`src/rtl/conv1d_window_feeder_pkg.sv`:
```
// Shared types and constants for the 3-tap 1-D convolution window feeder.
// The tap count is fixed by the 3-PE array this block feeds.
package conv1d_window_feeder_pkg;

  localparam int TAPS               = 3;
  localparam int DEFAULT_DATA_WIDTH = 8;
  localparam int DEFAULT_LEN_WIDTH  = 16;
  localparam int DEFAULT_PSUM_WIDTH = 16;

  typedef logic [1:0] tap_idx_t;
  localparam tap_idx_t LAST_TAP = tap_idx_t'(TAPS - 1);

  // Terminal drain count: the lane-2 skew line has emptied by this cycle.
  localparam logic [1:0] DRAIN_LAST = 2'd2;

  typedef enum logic [2:0] {
    S_IDLE,
    S_LOAD_W,
    S_FILL,
    S_RUN,
    S_DRAIN
  } state_t;

endpackage

```
`src/rtl/conv1d_window_feeder_skew_delay.sv`:
```
// N-stage data+valid delay line; the output reads zero whenever the
// delayed valid is low, so idle lanes never show stale samples.
module skew_delay
  import conv1d_window_feeder_pkg::*;
#(
  parameter int DATA_WIDTH = DEFAULT_DATA_WIDTH,
  parameter int STAGES     = 1
) (
  input  logic                  clk,
  input  logic                  rst_n,
  input  logic [DATA_WIDTH-1:0] in_data,
  input  logic                  in_valid,
  output logic [DATA_WIDTH-1:0] out_data
);

  logic [DATA_WIDTH-1:0] data_q [STAGES];
  logic [STAGES-1:0]     valid_q;

  // Shifts every clock regardless of upstream handshake to keep lanes aligned.
  always_ff @(posedge clk) begin
    if (!rst_n) begin
      for (int i = 0; i < STAGES; i++) data_q[i] <= '0;
      valid_q <= '0;
    end else begin
      data_q[0]  <= in_data;
      valid_q[0] <= in_valid;
      for (int i = 1; i < STAGES; i++) begin
        data_q[i]  <= data_q[i-1];
        valid_q[i] <= valid_q[i-1];
      end
    end
  end

  assign out_data = valid_q[STAGES-1] ? data_q[STAGES-1] : '0;

endmodule

```
`src/rtl/conv1d_window_feeder.sv`:
```
// Loads 3 kernel weights, then turns a valid/ready sample stream into
// overlapping 3-tap windows, skewed one cycle per lane for the PE chain.
module conv1d_window_feeder
  import conv1d_window_feeder_pkg::*;
#(
  parameter int DATA_WIDTH = DEFAULT_DATA_WIDTH,
  parameter int LEN_WIDTH  = DEFAULT_LEN_WIDTH,
  parameter int PSUM_WIDTH = DEFAULT_PSUM_WIDTH
) (
  input  logic                  clk,
  input  logic                  rst_n,
  input  logic                  start,
  input  logic [LEN_WIDTH-1:0]  sig_len,
  input  logic                  w_valid,
  input  logic [DATA_WIDTH-1:0] w_data,
  input  logic                  s_valid,
  input  logic [DATA_WIDTH-1:0] s_data,
  output logic                  s_ready,
  output logic [DATA_WIDTH-1:0] data_out0,
  output logic [DATA_WIDTH-1:0] data_out1,
  output logic [DATA_WIDTH-1:0] data_out2,
  output logic [DATA_WIDTH-1:0] weight_out0,
  output logic [DATA_WIDTH-1:0] weight_out1,
  output logic [DATA_WIDTH-1:0] weight_out2,
  output logic [PSUM_WIDTH-1:0] psum_seed,
  output logic                  valid_out,
  output logic                  busy,
  output logic                  done,
  output logic                  len_err
);

  state_t state, state_next;

  logic [LEN_WIDTH-1:0]  len_q;
  logic [LEN_WIDTH-1:0]  win_cnt;
  tap_idx_t              w_idx;
  logic                  fill_cnt;
  logic [1:0]            drain_cnt;
  logic [DATA_WIDTH-1:0] w_q    [TAPS];
  logic [DATA_WIDTH-1:0] x_m2, x_m1;
  logic [DATA_WIDTH-1:0] lane_d [TAPS];
  logic                  lane_v;

  logic accept;
  logic start_ok, start_bad;
  logic w_take, run_accept, finish;

  assign s_ready = (state == S_FILL) || (state == S_RUN);
  assign accept  = s_valid && s_ready;
  assign busy    = (state != S_IDLE);

  // NOTE: every always_comb output gets a default first so no path infers a latch.
  always_comb begin
    state_next = state;
    start_ok   = 1'b0;
    start_bad  = 1'b0;
    w_take     = 1'b0;
    run_accept = 1'b0;
    finish     = 1'b0;
    case (state)
      S_IDLE: begin
        if (start) begin
          if (sig_len >= LEN_WIDTH'(TAPS)) begin
            start_ok   = 1'b1;
            state_next = S_LOAD_W;
          end else begin
            start_bad = 1'b1;
          end
        end
      end
      S_LOAD_W: begin
        if (w_valid) begin
          w_take = 1'b1;
          if (w_idx == LAST_TAP) state_next = S_FILL;
        end
      end
      S_FILL: begin
        if (accept && fill_cnt) state_next = S_RUN;
      end
      S_RUN: begin
        if (accept) begin
          run_accept = 1'b1;
          // win_cnt counts windows already issued; this one is the last of sig_len-2.
          if (win_cnt == len_q - LEN_WIDTH'(TAPS)) state_next = S_DRAIN;
        end
      end
      S_DRAIN: begin
        if (drain_cnt == DRAIN_LAST) begin
          finish     = 1'b1;
          state_next = S_IDLE;
        end
      end
      default: state_next = S_IDLE;
    endcase
  end

  // NOTE: sequential state uses non-blocking assignments so every register
  // samples pre-edge values, independent of statement order.
  always_ff @(posedge clk) begin
    if (!rst_n) state <= S_IDLE;
    else        state <= state_next;
  end

  always_ff @(posedge clk) begin
    if (!rst_n) begin
      len_q     <= '0;
      win_cnt   <= '0;
      w_idx     <= '0;
      fill_cnt  <= 1'b0;
      drain_cnt <= '0;
      x_m2      <= '0;
      x_m1      <= '0;
      lane_v    <= 1'b0;
      done      <= 1'b0;
      len_err   <= 1'b0;
      for (int i = 0; i < TAPS; i++) begin
        w_q[i]    <= '0;
        lane_d[i] <= '0;
      end
    end else begin
      done    <= finish;
      len_err <= start_bad;

      if (start_ok) begin
        len_q    <= sig_len;
        win_cnt  <= '0;
        w_idx    <= '0;
        fill_cnt <= 1'b0;
      end

      if (w_take) begin
        w_q[w_idx] <= w_data;
        w_idx      <= w_idx + 1'b1;
      end

      if (accept) begin
        x_m2 <= x_m1;
        x_m1 <= s_data;
      end
      if (state == S_FILL && accept) fill_cnt <= 1'b1;
      if (run_accept) win_cnt <= win_cnt + 1'b1;

      // Lane-0 stage; lanes 1 and 2 take their extra skew from the delay lines.
      lane_v    <= run_accept;
      lane_d[0] <= run_accept ? x_m2   : '0;
      lane_d[1] <= run_accept ? x_m1   : '0;
      lane_d[2] <= run_accept ? s_data : '0;

      drain_cnt <= (state == S_DRAIN) ? drain_cnt + 1'b1 : '0;
    end
  end

  skew_delay #(
    .DATA_WIDTH (DATA_WIDTH),
    .STAGES     (1)
  ) u_lane1 (
    .clk      (clk),
    .rst_n    (rst_n),
    .in_data  (lane_d[1]),
    .in_valid (lane_v),
    .out_data (data_out1)
  );

  skew_delay #(
    .DATA_WIDTH (DATA_WIDTH),
    .STAGES     (2)
  ) u_lane2 (
    .clk      (clk),
    .rst_n    (rst_n),
    .in_data  (lane_d[2]),
    .in_valid (lane_v),
    .out_data (data_out2)
  );

  assign data_out0   = lane_d[0];
  assign valid_out   = lane_v;
  assign weight_out0 = w_q[0];
  assign weight_out1 = w_q[1];
  assign weight_out2 = w_q[2];
  assign psum_seed   = '0;

endmodule

```
`config.mk`:
```
export PLATFORM = sky130hd
export DESIGN_NAME = conv1d_window_feeder
export DESIGN_NICKNAME = d
export VERILOG_FILES = /design/src/rtl/conv1d_window_feeder_pkg.sv /design/src/rtl/conv1d_window_feeder_skew_delay.sv /design/src/rtl/conv1d_window_feeder.sv
export SDC_FILE = /design/constraint.sdc
export NUM_CORES = 1
export LEC_CHECK = 0
export BUFFER_PORTS_ARGS = -buffer_cell sky130_fd_sc_hd__buf_2
export CAP_MARGIN = 5
export CORE_MARGIN = 3
export CORE_UTILIZATION = 40
export DETAILED_ROUTE_END_ITERATION = 6
export PLACE_DENSITY = 0.58
export SYNTH_ARGS = -nofsm -noshare
export SYNTH_HDL_FRONTEND = slang
export SYNTH_SLANG_ARGS = --single-unit
```
`constraint.sdc`:
```
create_clock -name clk -period 4.8 [get_ports clk]
set_clock_uncertainty 0.2 [all_clocks]
set_input_delay 0.24 -clock clk [delete_from_list [all_inputs] [get_ports clk]]
set_output_delay 0.24 -clock clk [all_outputs]
set_load 0.01 [all_outputs]
```
==> metrics <==
most frequent cells in the layout 109 x dfxtp_1, 97 x and2_1, 89 x buf_2, 88 x nand2_1, 33 x dlygate4sd3_1; Mapped Area 0.00574 sq mm; crit path capture type flip-flop; fmax 0.343 GHz; r2r setup slk 1.88 ns; post-synthesis cell count 600; RSZ-0062 raised after global routing no; Max Buffers Root-to-Sink 2; Fillers 1268; Least-Margin Pin Slew 0.745 ns; area occupied by multi-input gates 0.00255 sq mm; Residual DRC 0; status completed; port bufs 89; top-area cell type share of the netlist area 38.0%; H-Tree Depth 4; initial antenna violation count 0; total power 3000 uW; pwr/cell area 422 mW/mm^2; Ports 106; Data required, critical path 4.94 ns; clk slew on worst S/H paths 0.06 ns; die extent in x 126 um; die height 126 um; DRT Wirelength 11900 um; WL per Instance 13.3 um; first-pass GRT wire length 19600 um; Crit Path Class reg -> reg; worst slack, placed 1.90 ns; Hold Violations, Final 0; area delta synth->final 23.9%; max-slew violation count 0; register area share after synthesis 50.6%; Setup WS post-layout 1.88 ns; # diodes 0; NumNets Final 745; share of layout cells above drive strength 1 18.9%; setup TNS 0 ns; GRT Util Overall 15.2%; worst IR drop on VDD 0.000217 V; # rows 43; Worst setup SP type flip-flop; period utilization 60.8%; Max Cap Viol 0; initial core utilization 41.2%; via count of the first global-routing pass 4070; minimum clock period 2.92 ns; clk_lat worst skew 0.42 ns; worst min path class in -> reg; ys async rst share 0%; largest net degree at the start of global routing 89; post-synthesis area per instance 9.56 sq um; top cell type by total area after synthesis dfxtp_1; CTS Root Cell clkbuf_16; Yosys cell types 62; top post-synthesis cells by area dfxtp_1 38%, edfxtp_1 13%, and2_1 11%, nand2_1 5.8%, a21boi_0 3.5%; Storage cell area 0.00290 sq mm; predominant post-synthesis flop cell dfxtp_1; Final ANT Viol Nets 0; TritonCTS clock tree built; Rel. slew slack 49.9%; Final GP Congestion 0.813; Placed Area 0.00617 sq mm; Post-synth EDFFs 24; CTS sink cnt 133; placed insts 830; vias per cell 4.81; cts repair resizes 0; CORE AREA 0.0139 sq mm; Via Count 4307; Finished Cell Area 0.00711 sq mm; final setup vio count 0; Lkg Pwr 0.00297 uW; drt initial violations 239; most common cell after layout, fill and taps aside dfxtp_1; register bit total from synthesis 133; Post-Layout Cell Count 895; Num CTS Buffers 17; DP HPWL 8370 um; Initial DRT Pass Iterations 4; Crit path arrival time 3.06 ns; CP max FO 9; grt total ovfl 0; Yosys warnings 0; Die Area 0.0158 sq mm
final timing paths:
kind	cells after the start	end	from
max	7	state[0]	len_q[2]
min	4	w_idx[1]	w_valid
max reg2reg	7	state[0]	len_q[2]
min reg2reg	1	drain_cnt[0]	drain_cnt[0]
repair_timing:
action | CTS | global route
endpoints found under the hold margin | 57 | 0
hold buffers | 33 | 0
buffers inserted | 0 | 0
kinds of logic after synthesis:
| kind of cell | Yosys count | share of synthesized area [%] |
|---|---|---|
| xor+xnor | 20 | 3.05 |
| other cells | 1 | 0.0654 |
| simple gates | 287 | 27.4 |
| flops | 133 | 50.6 |
| compound gates | 82 | 10.4 |
| fa+ha+maj | 6 | 1.31 |
| buf+inv | 64 | 5.89 |
| mux | 7 | 1.26 |
cells in the mapped netlist (3+ instances only):
master	number
dfxtp_1	109
and2_1	97
nand2_1	88
clkbuf_1	31
a21boi_0	27
buf_4	24
edfxtp_1	24
nor2_1	19
nand3_1	17
and3_1	11
o21ai_0	11
xor2_1	11
a21oi_1	9
xnor2_1	9
a21boi_1	8
inv_1	8
nor3_1	8
nor4_1	7
a31oi_1	6
ha_1	6
nand4_1	6
mux2i_1	5
nor2b_1	5
nand2b_1	4
and4_1	3
nor4b_1	3
report_power, final:
| part | switching [uW] | total (uW) | leakage, uW | internal [uW] |
|---|---|---|---|---|
| clock | 485 | 1280 | 0.000293 | 793 |
| combinational | 265 | 464 | 0.00154 | 200 |
| sequential | 67.5 | 1260 | 0.00113 | 1190 |
area by class of cell:
type                       count  share of cell area, %
sequential                   133                   40.8
multi-input combinational    418                   35.9
timing repair buffer         124                   11.1
clock buffer                  21                   6.92
tap                          180                   3.17
clock inverter                11                   1.60
inverter                       8                  0.422
flip-flops by register name (all words and copies together) (netlist names):
| register | flops |
|---|---|
| lane_d | 24 |
| w_q | 24 |
| len_q | 16 |
| u_lane2.data_q | 16 |
| win_cnt | 16 |
| u_lane1.data_q | 8 |
| x_m1 | 8 |
| x_m2 | 8 |
| state | 3 |
| drain_cnt | 2 |
| u_lane2.valid_q | 2 |
| w_idx | 2 |
| done | 1 |
| fill_cnt | 1 |
| len_err | 1 |
| valid_out | 1 |
per-layer routing:
layer / GRT usage (%) / vias to the layer above / wire, um
li1: - / 2204 / -
met1: 19.0 / 1992 / 5530
met2: 25.0 / 100 / 5650
met3: 3.86 / 11 / 572
met4: 6.37 / 0 / 154
met5: 0 / - / 0
worst max-delay path: stages, from the launching register on:
cell and delay [ns]:
dfxtp_1 0.40, nor4_2 0.72, mux2_2 0.41, a2111oi_0 0.41, a21oi_1 0.14, and4bb_4 0.24, a21boi_2 0.15, mux2i_1 0.18
metrics by stage:
step	hold slack [ns]	utilization [%]
after floorplan	0.162	-
after global placement	0.201	44.3
after detailed placement	0.206	44.3
after CTS	0.0448	51.0
after global routing	0.102	51.0
final	0.0610	51.0
(Power assumes the default switching activity.)
